==> src/rtl/spi_read_arbiter_if.sv <==
// Requester-side bus of the SPI read arbiter: two request lines, two command words,
// grant/valid pulses and the shared read-data word.
interface spi_read_arbiter_if #(
  parameter int unsigned DATA_W = 16
);
  logic [1:0]        req_i;
  logic [DATA_W-1:0] cmd0_i;
  logic [DATA_W-1:0] cmd1_i;
  logic [1:0]        gnt_o;
  logic              busy_o;
  logic [DATA_W-1:0] rdata_o;
  logic [1:0]        rvalid_o;

  // Arbiter side
  modport slave (
    input  req_i, cmd0_i, cmd1_i,
    output gnt_o, busy_o, rdata_o, rvalid_o
  );

  // Requester side
  modport master (
    output req_i, cmd0_i, cmd1_i,
    input  gnt_o, busy_o, rdata_o, rvalid_o
  );
endinterface

==> src/rtl/spi_read_arbiter.sv <==
// Two-requester round-robin arbiter in front of a mode-0 SPI master. Each granted
// request runs one full-duplex transfer: the command word goes out on mosi, the
// word shifted in on miso is returned on rdata with a one-hot rvalid pulse.
module spi_read_arbiter #(
  parameter int unsigned DATA_W    = 16,
  parameter int unsigned SCLK_HALF = 2,
  parameter int unsigned CS_GAP    = 4
) (
  input  logic              clk_i,
  input  logic              rst_i,
  spi_read_arbiter_if.slave bus,
  output logic              cs_o,
  output logic              sclk_o,
  output logic              mosi_o,
  input  logic              miso_i
);
  localparam int unsigned HalfW = (SCLK_HALF > 1) ? $clog2(SCLK_HALF) : 1;
  localparam int unsigned BitW  = (DATA_W > 1) ? $clog2(DATA_W) : 1;
  localparam int unsigned GapW  = (CS_GAP > 1) ? $clog2(CS_GAP) : 1;
  localparam logic [HalfW-1:0] HalfLast = HalfW'(SCLK_HALF - 1);
  localparam logic [BitW-1:0]  BitLast  = BitW'(DATA_W - 1);
  localparam logic [GapW-1:0]  GapLast  = GapW'(CS_GAP - 1);

  typedef enum logic [2:0] {StIdle, StSetup, StShift, StDone, StGap} state_e;

  state_e            state_q, state_d;
  logic [HalfW-1:0]  half_q, half_d;
  logic [BitW-1:0]   bit_q, bit_d;
  logic [GapW-1:0]   gap_q, gap_d;
  logic [DATA_W-1:0] tx_q, tx_d;
  logic [DATA_W-1:0] rx_q, rx_d;
  logic [DATA_W-1:0] rdata_q, rdata_d;
  logic [1:0]        rvalid_q, rvalid_d;
  logic              owner_q, owner_d;  // requester being served
  logic              last_q, last_d;    // requester served most recently
  logic              cs_q, cs_d;
  logic              sclk_q, sclk_d;
  logic              mosi_q, mosi_d;
  logic              busy_q, busy_d;
  logic              win;
  logic [1:0]        gnt;

  // Round-robin pick; grant only in IDLE and never while reset is being applied
  always_comb begin
    win = (bus.req_i == 2'b11) ? ~last_q : bus.req_i[1];
    gnt = 2'b00;
    if (state_q == StIdle && !rst_i && bus.req_i != 2'b00) begin
      gnt = win ? 2'b10 : 2'b01;
    end
  end

  // Next-state logic; pin outputs are computed from the next state so they are registered
  always_comb begin
    state_d  = state_q;
    half_d   = half_q;
    bit_d    = bit_q;
    gap_d    = gap_q;
    tx_d     = tx_q;
    rx_d     = rx_q;
    rdata_d  = rdata_q;
    rvalid_d = 2'b00;
    owner_d  = owner_q;
    last_d   = last_q;
    cs_d     = cs_q;
    sclk_d   = sclk_q;
    mosi_d   = mosi_q;
    busy_d   = busy_q;
    case (state_q)
      StIdle: begin
        if (gnt != 2'b00) begin
          state_d = StSetup;
          owner_d = win;
          last_d  = win;
          tx_d    = win ? bus.cmd1_i : bus.cmd0_i;
          rx_d    = '0;
          half_d  = '0;
          bit_d   = '0;
          cs_d    = 1'b0;
          sclk_d  = 1'b0;
          mosi_d  = tx_d[DATA_W-1];
          busy_d  = 1'b1;
        end
      end
      StSetup: begin
        if (half_q == HalfLast) begin
          half_d  = '0;
          sclk_d  = 1'b1;
          state_d = StShift;
        end else begin
          half_d = half_q + 1'b1;
        end
      end
      StShift: begin
        // Capture miso during the first clk cycle of each sclk high phase
        if (sclk_q && half_q == '0) begin
          rx_d = {rx_q[DATA_W-2:0], miso_i};
        end
        if (half_q != HalfLast) begin
          half_d = half_q + 1'b1;
        end else begin
          half_d = '0;
          if (sclk_q) begin
            sclk_d = 1'b0;
            tx_d   = tx_q << 1;
            mosi_d = (bit_q == BitLast) ? 1'b0 : tx_d[DATA_W-1];
          end else if (bit_q == BitLast) begin
            state_d  = StDone;
            bit_d    = '0;
            cs_d     = 1'b1;
            rdata_d  = rx_q;
            rvalid_d = owner_q ? 2'b10 : 2'b01;
          end else begin
            bit_d  = bit_q + 1'b1;
            sclk_d = 1'b1;
          end
        end
      end
      StDone: begin
        state_d = StGap;
        gap_d   = '0;
      end
      StGap: begin
        if (gap_q == GapLast) begin
          state_d = StIdle;
          busy_d  = 1'b0;
        end else begin
          gap_d = gap_q + 1'b1;
        end
      end
      default: state_d = StIdle;
    endcase
  end

  // State register with synchronous reset; reset aborts any transfer silently
  always_ff @(posedge clk_i) begin
    if (rst_i) begin
      state_q  <= StIdle;
      half_q   <= '0;
      bit_q    <= '0;
      gap_q    <= '0;
      tx_q     <= '0;
      rx_q     <= '0;
      rdata_q  <= '0;
      rvalid_q <= 2'b00;
      owner_q  <= 1'b0;
      last_q   <= 1'b1;
      cs_q     <= 1'b1;
      sclk_q   <= 1'b0;
      mosi_q   <= 1'b0;
      busy_q   <= 1'b0;
    end else begin
      state_q  <= state_d;
      half_q   <= half_d;
      bit_q    <= bit_d;
      gap_q    <= gap_d;
      tx_q     <= tx_d;
      rx_q     <= rx_d;
      rdata_q  <= rdata_d;
      rvalid_q <= rvalid_d;
      owner_q  <= owner_d;
      last_q   <= last_d;
      cs_q     <= cs_d;
      sclk_q   <= sclk_d;
      mosi_q   <= mosi_d;
      busy_q   <= busy_d;
    end
  end

  assign bus.gnt_o    = gnt;
  assign bus.busy_o   = busy_q;
  assign bus.rdata_o  = rdata_q;
  assign bus.rvalid_o = rvalid_q;
  assign cs_o         = cs_q;
  assign sclk_o       = sclk_q;
  assign mosi_o       = mosi_q;
endmodule
==> src/flat_wrapper.sv <==
// flat-port wrapper written by rule: the top's interface ports become plain ports
module spi_read_arbiter_flat 
#(
  parameter int unsigned DATA_W    = 16,
  parameter int unsigned SCLK_HALF = 2,
  parameter int unsigned CS_GAP    = 4
)
  (clk_i, rst_i, cs_o, sclk_o, mosi_o, miso_i, bus_req_i, bus_cmd0_i, bus_cmd1_i, bus_gnt_o, bus_busy_o, bus_rdata_o, bus_rvalid_o);
  spi_read_arbiter_if #(.DATA_W(DATA_W)) bus_i ();
  input  logic clk_i;
  input  logic rst_i;
  output logic cs_o;
  output logic sclk_o;
  output logic mosi_o;
  input  logic miso_i;
  input wire logic [$bits(bus_i.req_i)-1:0] bus_req_i;
  input wire logic [$bits(bus_i.cmd0_i)-1:0] bus_cmd0_i;
  input wire logic [$bits(bus_i.cmd1_i)-1:0] bus_cmd1_i;
  output wire logic [$bits(bus_i.gnt_o)-1:0] bus_gnt_o;
  output wire logic [$bits(bus_i.busy_o)-1:0] bus_busy_o;
  output wire logic [$bits(bus_i.rdata_o)-1:0] bus_rdata_o;
  output wire logic [$bits(bus_i.rvalid_o)-1:0] bus_rvalid_o;
  assign bus_i.req_i = bus_req_i;
  assign bus_i.cmd0_i = bus_cmd0_i;
  assign bus_i.cmd1_i = bus_cmd1_i;
  assign bus_gnt_o = bus_i.gnt_o;
  assign bus_busy_o = bus_i.busy_o;
  assign bus_rdata_o = bus_i.rdata_o;
  assign bus_rvalid_o = bus_i.rvalid_o;
  spi_read_arbiter #(.DATA_W(DATA_W), .SCLK_HALF(SCLK_HALF), .CS_GAP(CS_GAP)) u_core (.clk_i(clk_i), .rst_i(rst_i), .bus(bus_i), .cs_o(cs_o), .sclk_o(sclk_o), .mosi_o(mosi_o), .miso_i(miso_i));
endmodule
==> config.mk <==
export PLATFORM = sky130hd
export DESIGN_NAME = spi_read_arbiter_flat
export DESIGN_NICKNAME = d
export VERILOG_FILES = /design/src/rtl/spi_read_arbiter_if.sv /design/src/rtl/spi_read_arbiter.sv /design/src/flat_wrapper.sv
export SDC_FILE = /design/constraint.sdc
export NUM_CORES = 1
export LEC_CHECK = 0
export CORE_MARGIN = 3
export CORE_UTILIZATION = 45
export CTS_CLUSTER_SIZE = 16
export DETAILED_ROUTE_END_ITERATION = 10
export PLACE_DENSITY_LB_ADDON = 0.08
export SYNTH_ARGS = -nofsm -noshare
export SYNTH_HDL_FRONTEND = slang
export SYNTH_SLANG_ARGS = --single-unit
==> constraint.sdc <==
create_clock -name clk_i -period 1.6 [get_ports clk_i]
set_input_delay 0.32 -clock clk_i [delete_from_list [all_inputs] [get_ports clk_i]]
set_output_delay 0.32 -clock clk_i [all_outputs]
set_load 0.01 [all_outputs]
==> run_summary.xml, run 1 <==
<?xml version="1.0" encoding="UTF-8"?>
<metrics>
  <group name="place">
    <metric name="place_worst_setup_slack" unit="ns">-0.5516</metric>
    <metric name="place_inst" unit="">466</metric>
    <metric name="port_buffers" unit="">60</metric>
    <metric name="post-dp-hpwl" unit="mm">4.558</metric>
    <metric name="placement.cell_area" unit="mm2">0.003646</metric>
    <metric name="gp_congestion" unit="">0.8012</metric>
  </group>
  <group name="layout">
    <metric name="finish.instance_area" unit="mm2">0.004150</metric>
    <metric name="area_of_the_multi_input_gates" unit="mm2">0.001520</metric>
    <metric name="nets" unit="">451</metric>
    <metric name="mostFrequentLayoutCell" unit="">sky130_fd_sc_hd__nand2_1</metric>
    <metric name="regArea" unit="mm2">0.001311</metric>
    <metric name="n_fill_cell" unit="">477</metric>
    <metric name="most-common-layout-cells" unit="">68 x sky130_fd_sc_hd__nand2_1, 59 x sky130_fd_sc_hd__dfxtp_1, 54 x sky130_fd_sc_hd__clkdlybuf4s50_1, 37 x sky130_fd_sc_hd__a21oi_1, 24 x sky130_fd_sc_hd__buf_4</metric>
    <metric name="antennaDiodeCount" unit="">0</metric>
    <metric name="final_layout_size_suffix_gt1_share" unit="%">22.78</metric>
    <metric name="area_growth_syn_to_layout" unit="%">48.15</metric>
    <metric name="utilization" unit="%">69.28</metric>
    <metric name="filler_free_cell_count_of_the_finished_design" unit="">492</metric>
  </group>
  <group name="power">
    <metric name="power.net_switching" unit="mW">1.298</metric>
    <metric name="p_per_area" unit="mW/mm2">1170</metric>
    <metric name="share_clk_of_total_power" unit="%">36.0</metric>
    <metric name="pwr-share-comb" unit="%">26.0</metric>
    <metric name="leakage" unit="nW">1.515</metric>
    <metric name="power.internal" unit="mW">3.556</metric>
    <metric name="sw_frac_of_total" unit="%">26.75</metric>
    <metric name="power.sequential.fraction" unit="%">38.0</metric>
    <metric name="irDropWorstVdd" unit="mV">0.8088</metric>
  </group>
  <group name="route">
    <metric name="first_iter_violations" unit="">105</metric>
    <metric name="detail_route.wirelength" unit="mm">6.999</metric>
    <metric name="detailroute.wirelength.met2" unit="mm">3.324</metric>
    <metric name="met3_routed_length" unit="um">387</metric>
    <metric name="vias_per_cell" unit="">5.331</metric>
    <metric name="drt_pass1_iterations" unit="">4</metric>
    <metric name="drc_violations" unit="">0</metric>
    <metric name="dr_total_vias" unit="">2623</metric>
    <metric name="met1_length" unit="mm">3.189</metric>
    <metric name="dr.max_layer_used" unit="">met4</metric>
    <metric name="antenna_left" unit="">0</metric>
    <metric name="wl_per_cell" unit="um">14.23</metric>
  </group>
  <group name="worst_setup_path">
    <metric name="worst-endpoint-arrival" unit="ns">1.87</metric>
    <metric name="startpoint" unit="">u_core.state_q[0]</metric>
    <metric name="crit_path_start_kind" unit="">flop</metric>
    <metric name="cp_data_required_time" unit="ns">1.82</metric>
    <metric name="beginning_of_the_worst_register_to_register_path" unit="">u_core.state_q[0]</metric>
    <metric name="top_fanout_value_on_the_critical_path" unit="">8</metric>
    <metric name="path_class" unit="">flop to flop</metric>
    <metric name="critPathCaptureType" unit="">flop</metric>
  </group>
  <group name="sta">
    <metric name="number_of_slew_limit_violations_in_the_final_report" unit="">0</metric>
    <metric name="fmaxAchievable" unit="MHz">605.0</metric>
    <metric name="final.setup.worst_slack" unit="ns">-0.05296</metric>
    <metric name="unrepaired_setup_endpoints_after_global_routing" unit="">yes</metric>
    <metric name="setup_violation_total_in_the_final_timing_report" unit="">3</metric>
    <metric name="final_hold_viol_count" unit="">0</metric>
    <metric name="worst_hold_check_slack" unit="ns">0.4534</metric>
    <metric name="worst-slew-pin-transition" unit="ns">0.4191</metric>
    <metric name="final_period_minus_worst_setup_slack" unit="ns">1.653</metric>
    <metric name="max-slew-margin-rel" unit="%">71.97</metric>
    <metric name="skew" unit="ns">0.008940</metric>
    <metric name="fin_crit_sh" unit="%">103.3</metric>
  </group>
  <group name="floorplan">
    <metric name="floorplan.initialDensity" unit="%">46.76</metric>
    <metric name="die_height" unit="um">84.90</metric>
    <metric name="core-area" unit="mm2">0.005991</metric>
    <metric name="die_area" unit="mm2">0.007208</metric>
    <metric name="die_w" unit="um">84.90</metric>
    <metric name="floorplan.rows" unit="">28</metric>
    <metric name="design.portCount" unit="">61</metric>
  </group>
  <group name="synth">
    <metric name="synth_async_sr_flop_share" unit="%">0</metric>
    <metric name="synth_enable_flop_cells" unit="">0</metric>
    <metric name="synth.net_count" unit="">365</metric>
    <metric name="synth_area" unit="mm2">0.002801</metric>
    <metric name="yosys.cell_types.count" unit="">45</metric>
    <metric name="yosysWarningCount" unit="">0</metric>
    <metric name="synth.ff_latch_count" unit="">65</metric>
    <metric name="seq_total_area_yosys" unit="%">46.45</metric>
    <metric name="synth-main-ff-cell" unit="">sky130_fd_sc_hd__dfxtp_1</metric>
    <metric name="syn-mean-instance-area" unit="um2">8.593</metric>
    <metric name="synth_cells" unit="">326</metric>
  </group>
  <group name="global_routing">
    <metric name="grt_pass1_vias" unit="">2520</metric>
    <metric name="grt.overflow.total" unit="">0</metric>
    <metric name="groute.usage.overall" unit="%">19.60</metric>
    <metric name="grt_antenna_before_repair" unit="">0</metric>
    <metric name="grt_pass1_wl" unit="mm">11.49</metric>
    <metric name="grt_max_degree" unit="">50</metric>
  </group>
  <group name="cts">
    <metric name="maximum_buffer_depth_of_the_clock_tree" unit="">2</metric>
    <metric name="cts_num_sinks" unit="">65</metric>
    <metric name="cts_hold_buf" unit="">0</metric>
    <metric name="clk_pin_slew_worst_paths" unit="ns">0.07</metric>
    <metric name="cts-buffers-inserted" unit="">9</metric>
    <metric name="tritoncts" unit="">done</metric>
    <metric name="clock_insertion_delay_worst_skew" unit="ns">0.34</metric>
    <metric name="cts.root.buffer_cell" unit="">sky130_fd_sc_hd__clkbuf_8</metric>
    <metric name="ctsHtreeMaxLevel" unit="">3</metric>
  </group>
  <group name="status">
    <metric name="run_status" unit="">complete, but fails checks</metric>
    <metric name="violations" unit="">negative setup slack</metric>
  </group>
  <group name="worst_hold_path">
    <metric name="holdCritPathClass" unit="">flop to flop</metric>
    <metric name="timing.hold.worst.start" unit="">u_core.bus.rdata_o[14]</metric>
  </group>
  <group name="flow_run">
    <metric name="max-cap-violations" unit="">0</metric>
  </group>
</metrics>
through the flow:
step | power [mW] | TNS (ns)
5_1_grt | 5.061 | -0.4482
2_1_floorplan | 2.426 | -0.03567
4_1_cts | 4.765 | -0.08334
3_3_place_gp | 2.843 | -13.16
3_5_place_dp | 2.866 | -14.57
6_report | 4.854 | -0.09432
cells in the mapped netlist, drive strengths merged, types with 2 or more instances:
cell | number | share of area [%]
ha | 2 | 0.89
mux2 | 2 | 0.80
nand2 | 69 | 9.3
buf | 15 | 3.2
inv | 3 | 0.40
nor2 | 7 | 0.94
or3 | 2 | 0.45
nand2b | 2 | 0.45
o21ai | 19 | 3.4
nand3 | 20 | 3.6
nor3 | 7 | 1.6
nor2b | 2 | 0.45
a22oi | 2 | 0.54
mux2i | 17 | 6.1
a21oi | 41 | 7.5
a22o | 15 | 4.7
a32o | 2 | 0.71
and3 | 5 | 1.1
a211oi | 2 | 0.54
clkbuf | 8 | 1.1
or2 | 2 | 0.45
dfxtp | 65 | 46
metal layers:
metal	track usage [%]	up-vias
li1	-	1324
met1	25.29	1223
met2	31.03	68
met3	5.437	8
met5	0	-
met4	8.058	0
state kept, by name, indices dropped and copies added, names as in the netlist:
| name | cells |
|---|---|
| u_core.bit_q | 4 |
| u_core.gap_q | 2 |
| u_core.half_q | 1 |
| u_core.cs_o | 1 |
| u_core.owner_q | 1 |
| u_core.mosi_o | 1 |
| u_core.state_q | 3 |
| u_core.bus.rdata_o | 16 |
| u_core.last_q | 1 |
| u_core.tx_q | 15 |
| u_core.rx_q | 16 |
| u_core.bus.busy_o | 1 |
| u_core.sclk_o | 1 |
| u_core.bus.rvalid_o | 2 |
cells by family (layout without fill, tap and decap cells):
kind of cell / Yosys count / after routing / share of synthesized area [%]
AO/OA/AOI/OAI: 91 / 91 / 20.23
XOR/XNOR: 1 / 1 / 0.3127
adder cells (fa/ha/maj): 2 / 2 / 0.8931
buffers and inverters: 26 / 117 / 4.689
flip-flops: 65 / 65 / 46.45
multiplexers: 19 / 19 / 6.878
AND/OR/NAND/NOR: 122 / 122 / 20.55
final timing paths:
kind / endpoint / slack (ns) / cells after the start
max: u_core.state_q[0] / -0.05 / 5
min: u_core.bus.rdata_o[14] / 0.45 / 2
max reg2reg: u_core.state_q[0] / -0.05 / 5
min reg2reg: u_core.bus.rdata_o[14] / 0.45 / 2
what timing repair did:
action | CTS | global route
gates resized for setup | 33 | 29
cloned | 0 | 1
setup endpoints to repair | 23 | 47
setup buffers | 8 | 1
pin swaps | 3 | 6
area by class of cell:
type	count	area share [%]
Multi-Input combinational cell	235	36.63
Sequential cell	65	31.59
Tap cell	75	2.261
Clock inverter	4	2.382
Timing Repair Buffer	98	23.12
Inverter	3	0.2713
Clock buffer	12	3.738
worst max-delay path: stages, from the launching register on:
cell and delay [ns]:
sky130_fd_sc_hd__dfxtp_2 0.34, sky130_fd_sc_hd__buf_6 0.14, sky130_fd_sc_hd__or4b_4 0.55, sky130_fd_sc_hd__o21ai_2 0.08
sky130_fd_sc_hd__nand3b_1 0.14, sky130_fd_sc_hd__mux2_4 0.30
power groups by stage:
stage,sequential (mW),clock [mW],combinational [mW]
2_1_floorplan,1.86,0,0.565
3_3_place_gp,1.86,0,0.986
3_5_place_dp,1.86,0,1.01
4_1_cts,1.84,1.77,1.16
5_1_grt,1.86,1.84,1.36
6_report,1.85,1.75,1.26
No activity file was read; power rests on OpenSTA's default activity.
==> run 2, diff against run 1 <==
Settings changed: RECOVER_POWER from default to 25, TNS_END_PERCENT from default to 30.
==> run 2 against run 1 <==
Effect of this change:
- the run still ends with negative setup slack left
- wire length is essentially flat
- sequential share of layout area grew 0.096 points
- via count shrank 0.38%
- clock skew shrank 0.00051 ns
- worst hold slack is essentially flat
- total power shrank 0.18%
- core utilization shrank 0.21 points
- flip-flop and latch count is the same
- fmax is essentially flat
- worst setup slack lost 0.00063 ns
- critical path type unchanged
==> run_summary.xml, run 2 (synthesis results as in run 1) <==
<?xml version="1.0" encoding="UTF-8"?>
<metrics>
  <group name="worst_setup_path">
    <metric name="top_fanout_value_on_the_critical_path" unit="">8</metric>
    <metric name="cp_data_required_time" unit="ns">1.82</metric>
    <metric name="worstReg2RegEnd" unit="">u_core.state_q[0]</metric>
    <metric name="critPathCaptureType" unit="">flop</metric>
    <metric name="critPathMaxStageDelay" unit="ns">0.55</metric>
    <metric name="worst-endpoint-arrival" unit="ns">1.88</metric>
    <metric name="cell_by_cell_listing_of_the_critical_path" unit="">buf_6 &gt; or4b_4 &gt; o21ai_2 &gt; nand3b_1 &gt; mux2_4</metric>
    <metric name="startpoint" unit="">u_core.state_q[0]</metric>
    <metric name="crit_slowest_cell" unit="">sky130_fd_sc_hd__or4b_4</metric>
    <metric name="path_class" unit="">flop to flop</metric>
    <metric name="crit_end" unit="">u_core.state_q[0]</metric>
    <metric name="beginning_of_the_worst_register_to_register_path" unit="">u_core.state_q[0]</metric>
    <metric name="reg2reg_setup_slack" unit="ns">-0.05</metric>
    <metric name="worst-r2r-cell-count" unit="">5</metric>
    <metric name="crit_path_start_kind" unit="">flop</metric>
  </group>
  <group name="sta">
    <metric name="unrepaired_setup_endpoints_after_global_routing" unit="">yes</metric>
    <metric name="final_period_minus_worst_setup_slack" unit="ns">1.654</metric>
    <metric name="worst-slew-pin-transition" unit="ns">0.4210</metric>
    <metric name="final.setup.worst_slack" unit="ns">-0.05359</metric>
    <metric name="max-slew-margin-rel" unit="%">71.85</metric>
    <metric name="fin_crit_sh" unit="%">103.3</metric>
    <metric name="setup_violation_total_in_the_final_timing_report" unit="">3</metric>
    <metric name="final_hold_viol_count" unit="">0</metric>
    <metric name="skew" unit="ns">0.008426</metric>
    <metric name="number_of_slew_limit_violations_in_the_final_report" unit="">0</metric>
    <metric name="fmaxAchievable" unit="MHz">604.7</metric>
  </group>
  <group name="floorplan">
    <metric name="die_height" unit="um">84.90</metric>
    <metric name="floorplan.rows" unit="">28</metric>
    <metric name="die_w" unit="um">84.90</metric>
    <metric name="core-area" unit="mm2">0.005991</metric>
    <metric name="die_area" unit="mm2">0.007208</metric>
    <metric name="design.portCount" unit="">61</metric>
    <metric name="floorplan.initialDensity" unit="%">46.76</metric>
  </group>
  <group name="cts">
    <metric name="clock_insertion_delay_worst_skew" unit="ns">0.34</metric>
    <metric name="clk_pin_slew_worst_paths" unit="ns">0.07</metric>
    <metric name="maximum_buffer_depth_of_the_clock_tree" unit="">2</metric>
    <metric name="ctsHtreeMaxLevel" unit="">3</metric>
    <metric name="tritoncts" unit="">done</metric>
    <metric name="cts_hold_buf" unit="">0</metric>
    <metric name="cts-buffers-inserted" unit="">9</metric>
    <metric name="cts_num_sinks" unit="">65</metric>
    <metric name="cts.root.buffer_cell" unit="">sky130_fd_sc_hd__clkbuf_8</metric>
  </group>
  <group name="power">
    <metric name="p_per_area" unit="mW/mm2">1171</metric>
    <metric name="sw_frac_of_total" unit="%">26.74</metric>
    <metric name="pwr-share-comb" unit="%">25.8</metric>
    <metric name="power.internal" unit="mW">3.550</metric>
    <metric name="leakage" unit="nW">1.510</metric>
    <metric name="power.net_switching" unit="mW">1.296</metric>
    <metric name="power.sequential.fraction" unit="%">38.1</metric>
    <metric name="irDropWorstVdd" unit="mV">0.8120</metric>
    <metric name="share_clk_of_total_power" unit="%">36.1</metric>
    <metric name="totalPowerFinal" unit="mW">4.846</metric>
  </group>
  <group name="route">
    <metric name="drc_violations" unit="">0</metric>
    <metric name="dr_total_vias" unit="">2613</metric>
    <metric name="antenna_left" unit="">0</metric>
    <metric name="wl_per_cell" unit="um">14.22</metric>
    <metric name="detail_route.wirelength" unit="mm">6.998</metric>
    <metric name="drt_pass1_iterations" unit="">4</metric>
    <metric name="vias_per_cell" unit="">5.311</metric>
    <metric name="first_iter_violations" unit="">119</metric>
  </group>
  <group name="place">
    <metric name="gp_congestion" unit="">0.8012</metric>
    <metric name="post-dp-hpwl" unit="mm">4.558</metric>
    <metric name="port_buffers" unit="">60</metric>
    <metric name="place_worst_setup_slack" unit="ns">-0.5516</metric>
  </group>
  <group name="global_routing">
    <metric name="grt_max_degree" unit="">50</metric>
    <metric name="grt_antenna_before_repair" unit="">0</metric>
    <metric name="grt_pass1_vias" unit="">2522</metric>
    <metric name="groute.usage.overall" unit="%">19.60</metric>
    <metric name="grt.overflow.total" unit="">0</metric>
    <metric name="grt_pass1_wl" unit="mm">11.49</metric>
  </group>
  <group name="layout">
    <metric name="nets" unit="">451</metric>
    <metric name="mostFrequentLayoutCell" unit="">sky130_fd_sc_hd__nand2_1</metric>
    <metric name="antennaDiodeCount" unit="">0</metric>
    <metric name="final_layout_size_suffix_gt1_share" unit="%">22.54</metric>
    <metric name="most-common-layout-cells" unit="">68 x sky130_fd_sc_hd__nand2_1, 59 x sky130_fd_sc_hd__dfxtp_1, 54 x sky130_fd_sc_hd__clkdlybuf4s50_1, 37 x sky130_fd_sc_hd__a21oi_1, 24 x sky130_fd_sc_hd__buf_4</metric>
    <metric name="area_growth_syn_to_layout" unit="%">47.70</metric>
  </group>
  <group name="status">
    <metric name="violations" unit="">negative setup slack</metric>
    <metric name="run_status" unit="">complete, but fails checks</metric>
  </group>
  <group name="worst_hold_path">
    <metric name="holdCritPathClass" unit="">flop to flop</metric>
  </group>
  <group name="flow_run">
    <metric name="max-cap-violations" unit="">0</metric>
  </group>
</metrics>
==> run 2: power groups by stage <==
| stage | logic, mW | clock network [mW] | registers [mW] |
|---|---|---|---|
| after global placement | 0.986 | 0 | 1.86 |
| final | 1.25 | 1.75 | 1.85 |
| after floorplan | 0.565 | 0 | 1.86 |
| after global routing | 1.35 | 1.84 | 1.86 |
| after CTS | 1.16 | 1.77 | 1.84 |
| after detailed placement | 1.01 | 0 | 1.86 |
==> run 2: routing by layer <==
metal	global-route usage, %	routed length [um]
met5	0	0
met2	31.03	3355
met1	25.29	3184
met3	5.437	360
met4	8.058	98
==> run 2: area by class of cell <==
class / instances / area [um2]
fillers: 481 / 1853
multi-input cells: 235 / 1511
flip-flops and latches: 65 / 1311
repair buffers: 98 / 955.9
clock buffers: 12 / 155.1
clock inverters: 4 / 98.84
well taps: 75 / 93.84
inverters: 3 / 11.26
==> run 2: timing repair <==
action,4_1_cts,5_1_grt
cloned,0,1
endpoints found under the setup margin,23,47
pin swaps,3,7
gates resized for setup,33,26
buffers inserted,8,1
==> run 2: worst min-delay path by stage <==
stage / from / endpoint / slack (ns) / cells past startpoint
3_5_place_dp: u_core.bus.rdata_o[4] / u_core.bus.rdata_o[4] / 0.45 / 2
2_1_floorplan: u_core.owner_q / u_core.bus.rvalid_o[0] / 0.42 / 1
5_1_grt: u_core.bus.rdata_o[1] / u_core.bus.rdata_o[1] / 0.47 / 2
4_1_cts: u_core.bus.rdata_o[4] / u_core.bus.rdata_o[4] / 0.46 / 2
3_3_place_gp: u_core.rx_q[15] / u_core.rx_q[15] / 0.44 / 2
6_report: u_core.bus.rdata_o[14] / u_core.bus.rdata_o[14] / 0.45 / 2
==> run 2: per-stage QoR <==
step | setup TNS [ns] | instance area (um2) | hold WS, ns | std cells | util, %
after floorplan | -0.03567 | 2820 | 0.4166 | 326 | -
after global placement | -13.16 | 3646 | 0.4419 | 466 | 60.86
after detailed placement | -14.57 | 3646 | 0.4456 | 466 | 60.86
after CTS | -0.08334 | 4040 | 0.4552 | 490 | 67.44
after global routing | -0.4446 | 4138 | 0.4651 | 492 | 69.07
final | -0.09721 | 4138 | 0.4534 | 492 | 69.07
==> run 2: worst max-delay path, delay by kind of cell, from the launching register on <==
family | cells | cell delay [ns]
muxes | 1 | 0.30
buffers and inverters | 1 | 0.14
and+or+nand+nor | 2 | 0.69
AOI/OAI and AO/OA | 1 | 0.09
DFF | 1 | 0.34
==> run 3, diff against run 2 <==
Settings changed: CELL_PAD_IN_SITES_DETAIL_PLACEMENT from default to 0, CELL_PAD_IN_SITES_GLOBAL_PLACEMENT from default to 1, CORE_UTILIZATION 45 to 34, RECOVER_POWER 25 to 50.
==> run 3 against run 2 <==
Effect of this change:
- clock-buffer cell count fell by 3
- via count is 1.9% lower
- worst hold slack improved by 0.0031 ns
- flip-flop and latch count did not move
- global-route usage fell by 4.7 points
- critical path type unchanged
- the run still ends with negative setup slack left
- sequential share of layout area increased by 0.92 points
- die area increased by 30%
- combinational power is 9% lower
- cell area down 2.8%
- fmax decreased by 0.53%
- core utilization decreased by 18 points
- first-iteration DRC count shrank 23%
==> run_summary.xml, run 3 (synthesis results as in run 1) <==
<?xml version="1.0" encoding="UTF-8"?>
<metrics>
  <group name="layout">
    <metric name="area_of_the_multi_input_gates" unit="mm2">0.001473</metric>
    <metric name="antennaDiodeCount" unit="">0</metric>
    <metric name="most-common-layout-cells" unit="">67 x sky130_fd_sc_hd__nand2_1, 59 x sky130_fd_sc_hd__dfxtp_1, 49 x sky130_fd_sc_hd__clkdlybuf4s50_1, 34 x sky130_fd_sc_hd__a21oi_1, 25 x sky130_fd_sc_hd__buf_4</metric>
    <metric name="area_growth_syn_to_layout" unit="%">43.55</metric>
    <metric name="regArea" unit="mm2">0.001311</metric>
    <metric name="nets" unit="">448</metric>
    <metric name="n_fill_cell" unit="">782</metric>
    <metric name="mostFrequentLayoutCell" unit="">sky130_fd_sc_hd__nand2_1</metric>
    <metric name="final_layout_size_suffix_gt1_share" unit="%">21.26</metric>
    <metric name="utilization" unit="%">51.24</metric>
  </group>
  <group name="route">
    <metric name="antenna_left" unit="">0</metric>
    <metric name="vias_per_cell" unit="">4.967</metric>
    <metric name="wl_per_cell" unit="um">13.50</metric>
    <metric name="detail_route.wirelength" unit="mm">6.965</metric>
    <metric name="dr_total_vias" unit="">2563</metric>
    <metric name="drc_violations" unit="">0</metric>
    <metric name="first_iter_violations" unit="">92</metric>
    <metric name="drt_pass1_iterations" unit="">4</metric>
  </group>
  <group name="worst_setup_path">
    <metric name="worst-r2r-cell-count" unit="">5</metric>
    <metric name="cell_by_cell_listing_of_the_critical_path" unit="">buf_6 &gt; or4b_4 &gt; o21ai_2 &gt; nand3b_1 &gt; mux2_4</metric>
    <metric name="cp_data_required_time" unit="ns">1.82</metric>
    <metric name="crit_slowest_cell" unit="">sky130_fd_sc_hd__or4b_4</metric>
    <metric name="top_fanout_value_on_the_critical_path" unit="">7</metric>
    <metric name="crit_end" unit="">u_core.state_q[0]</metric>
    <metric name="critPathMaxStageDelay" unit="ns">0.54</metric>
    <metric name="crit_path_start_kind" unit="">flop</metric>
    <metric name="critPathCaptureType" unit="">flop</metric>
    <metric name="worstReg2RegEnd" unit="">u_core.state_q[0]</metric>
    <metric name="beginning_of_the_worst_register_to_register_path" unit="">u_core.state_q[0]</metric>
    <metric name="startpoint" unit="">u_core.state_q[0]</metric>
    <metric name="worst-endpoint-arrival" unit="ns">1.88</metric>
    <metric name="path_class" unit="">flop to flop</metric>
    <metric name="reg2reg_setup_slack" unit="ns">-0.06</metric>
  </group>
  <group name="cts">
    <metric name="tritoncts" unit="">done</metric>
    <metric name="clk_pin_slew_worst_paths" unit="ns">0.08</metric>
    <metric name="cts_num_sinks" unit="">65</metric>
    <metric name="cts-buffers-inserted" unit="">9</metric>
    <metric name="maximum_buffer_depth_of_the_clock_tree" unit="">2</metric>
    <metric name="cts.root.buffer_cell" unit="">sky130_fd_sc_hd__clkbuf_8</metric>
    <metric name="cts_hold_buf" unit="">0</metric>
    <metric name="clock_insertion_delay_worst_skew" unit="ns">0.34</metric>
    <metric name="ctsHtreeMaxLevel" unit="">3</metric>
  </group>
  <group name="sta">
    <metric name="skew" unit="ns">0.01176</metric>
    <metric name="max-slew-margin-rel" unit="%">73.19</metric>
    <metric name="fmaxAchievable" unit="MHz">601.6</metric>
    <metric name="number_of_slew_limit_violations_in_the_final_report" unit="">0</metric>
    <metric name="fin_crit_sh" unit="%">103.9</metric>
    <metric name="worst-slew-pin-transition" unit="ns">0.4021</metric>
    <metric name="final_hold_viol_count" unit="">0</metric>
    <metric name="final_period_minus_worst_setup_slack" unit="ns">1.662</metric>
    <metric name="setup_violation_total_in_the_final_timing_report" unit="">2</metric>
    <metric name="final.setup.worst_slack" unit="ns">-0.06232</metric>
    <metric name="unrepaired_setup_endpoints_after_global_routing" unit="">yes</metric>
  </group>
  <group name="worst_hold_path">
    <metric name="holdCritPathClass" unit="">flop to flop</metric>
  </group>
  <group name="status">
    <metric name="violations" unit="">negative setup slack</metric>
    <metric name="run_status" unit="">complete, but fails checks</metric>
  </group>
  <group name="power">
    <metric name="leakage" unit="nW">1.440</metric>
    <metric name="power.internal" unit="mW">2.932</metric>
    <metric name="irDropWorstVdd" unit="mV">0.7139</metric>
    <metric name="pwr-share-comb" unit="%">27.2</metric>
    <metric name="power.net_switching" unit="mW">1.268</metric>
    <metric name="share_clk_of_total_power" unit="%">28.8</metric>
    <metric name="sw_frac_of_total" unit="%">30.19</metric>
    <metric name="power.sequential.fraction" unit="%">44.0</metric>
    <metric name="p_per_area" unit="mW/mm2">1045</metric>
  </group>
  <group name="floorplan">
    <metric name="die_height" unit="um">96.77</metric>
    <metric name="design.portCount" unit="">61</metric>
    <metric name="floorplan.initialDensity" unit="%">35.70</metric>
    <metric name="die_w" unit="um">96.77</metric>
    <metric name="core-area" unit="mm2">0.007848</metric>
    <metric name="die_area" unit="mm2">0.009364</metric>
    <metric name="floorplan.rows" unit="">32</metric>
  </group>
  <group name="global_routing">
    <metric name="grt_pass1_wl" unit="mm">11.51</metric>
    <metric name="grt_pass1_vias" unit="">2360</metric>
    <metric name="groute.usage.overall" unit="%">14.89</metric>
    <metric name="grt_max_degree" unit="">50</metric>
    <metric name="grt.overflow.total" unit="">0</metric>
    <metric name="grt_antenna_before_repair" unit="">0</metric>
  </group>
  <group name="place">
    <metric name="post-dp-hpwl" unit="mm">4.761</metric>
    <metric name="gp_congestion" unit="">0.7426</metric>
    <metric name="port_buffers" unit="">60</metric>
    <metric name="place_worst_setup_slack" unit="ns">-0.5552</metric>
  </group>
  <group name="flow_run">
    <metric name="max-cap-violations" unit="">0</metric>
  </group>
</metrics>
## run 3: changes by cell type in the layout (fill, tap and decap cells not counted), sizes merged, moves of 3 or more
| cell | previous run | this run |
|---|---|---|
| clkbuf | 12 | 9 |
| clkinv | 1 | 5 |
| buf | 40 | 37 |
| clkdlybuf4s50 | 54 | 49 |
| clkdlybuf4s25 | 0 | 5 |
| bufinv | 3 | 0 |
## run 3: metrics by stage
step	hold WS, ns	power [mW]	TNS (ns)	cell area, um2	cells
after floorplan	0.4166	2.426	-0.03567	2820	326
after global placement	0.4405	2.875	-13.85	3685	492
after detailed placement	0.4465	2.882	-14.18	3685	492
after CTS	0.4577	4.198	-0.1346	3931	512
after global routing	0.4724	4.431	-1.269	4021	516
final	0.4565	4.201	-0.07538	4021	516
## run 3: final cells by class
| class | instances | share of cell area [%] |
|---|---|---|
| clock buffer | 9 | 3.080 |
| clock inverter | 7 | 1.182 |
| tap | 102 | 3.174 |
| sequential | 65 | 32.61 |
| inverter | 3 | 0.2800 |
| multi-input combinational | 235 | 36.62 |
| timing repair buffer | 95 | 23.06 |
## run 3: worst max-delay path, delay by kind of cell (launching register included)
kind / cells / cell delay, ns
compound gates: 1 / 0.08
simple gates: 2 / 0.69
mux: 1 / 0.30
buf+inv: 1 / 0.13
flops: 1 / 0.34
## run 3: what timing repair did
item / in CTS / in global routing
pin swaps: 3 / 25
resized for setup: 29 / 19
endpoints found under the hold margin: 0 / 0
endpoints found under the setup margin: 38 / 59
setup buffers: 4 / 4
gates cloned: 0 / 0
## run 3: worst min-delay path by stage
stage / end / from / slack, ns / cells after the start
2_1_floorplan: u_core.bus.rvalid_o[0] / u_core.owner_q / 0.42 / 1
3_3_place_gp: u_core.rx_q[15] / u_core.rx_q[15] / 0.44 / 2
3_5_place_dp: u_core.rx_q[15] / u_core.rx_q[15] / 0.45 / 2
4_1_cts: u_core.bus.rdata_o[5] / u_core.bus.rdata_o[5] / 0.46 / 2
5_1_grt: u_core.bus.rdata_o[2] / u_core.bus.rdata_o[2] / 0.47 / 2
6_report: u_core.bus.rdata_o[0] / u_core.bus.rdata_o[0] / 0.46 / 2
## run 3: power groups by stage
stage          logic, mW  registers, mW  clock network [mW]
2_1_floorplan      0.565           1.86                   0
3_3_place_gp        1.01           1.86                   0
3_5_place_dp        1.02           1.86                   0
4_1_cts             1.10           1.84                1.26
5_1_grt             1.25           1.86                1.33
6_report            1.14           1.85                1.21
## run 3: per-layer routing
metal	wire length [um]	up-vias	global-route usage [%]
met2	3266	48	22.98
met3	279	11	5.119
met5	0	-	0
met4	97	0	4.644
met1	3321	1187	19.61
li1	-	1317	-
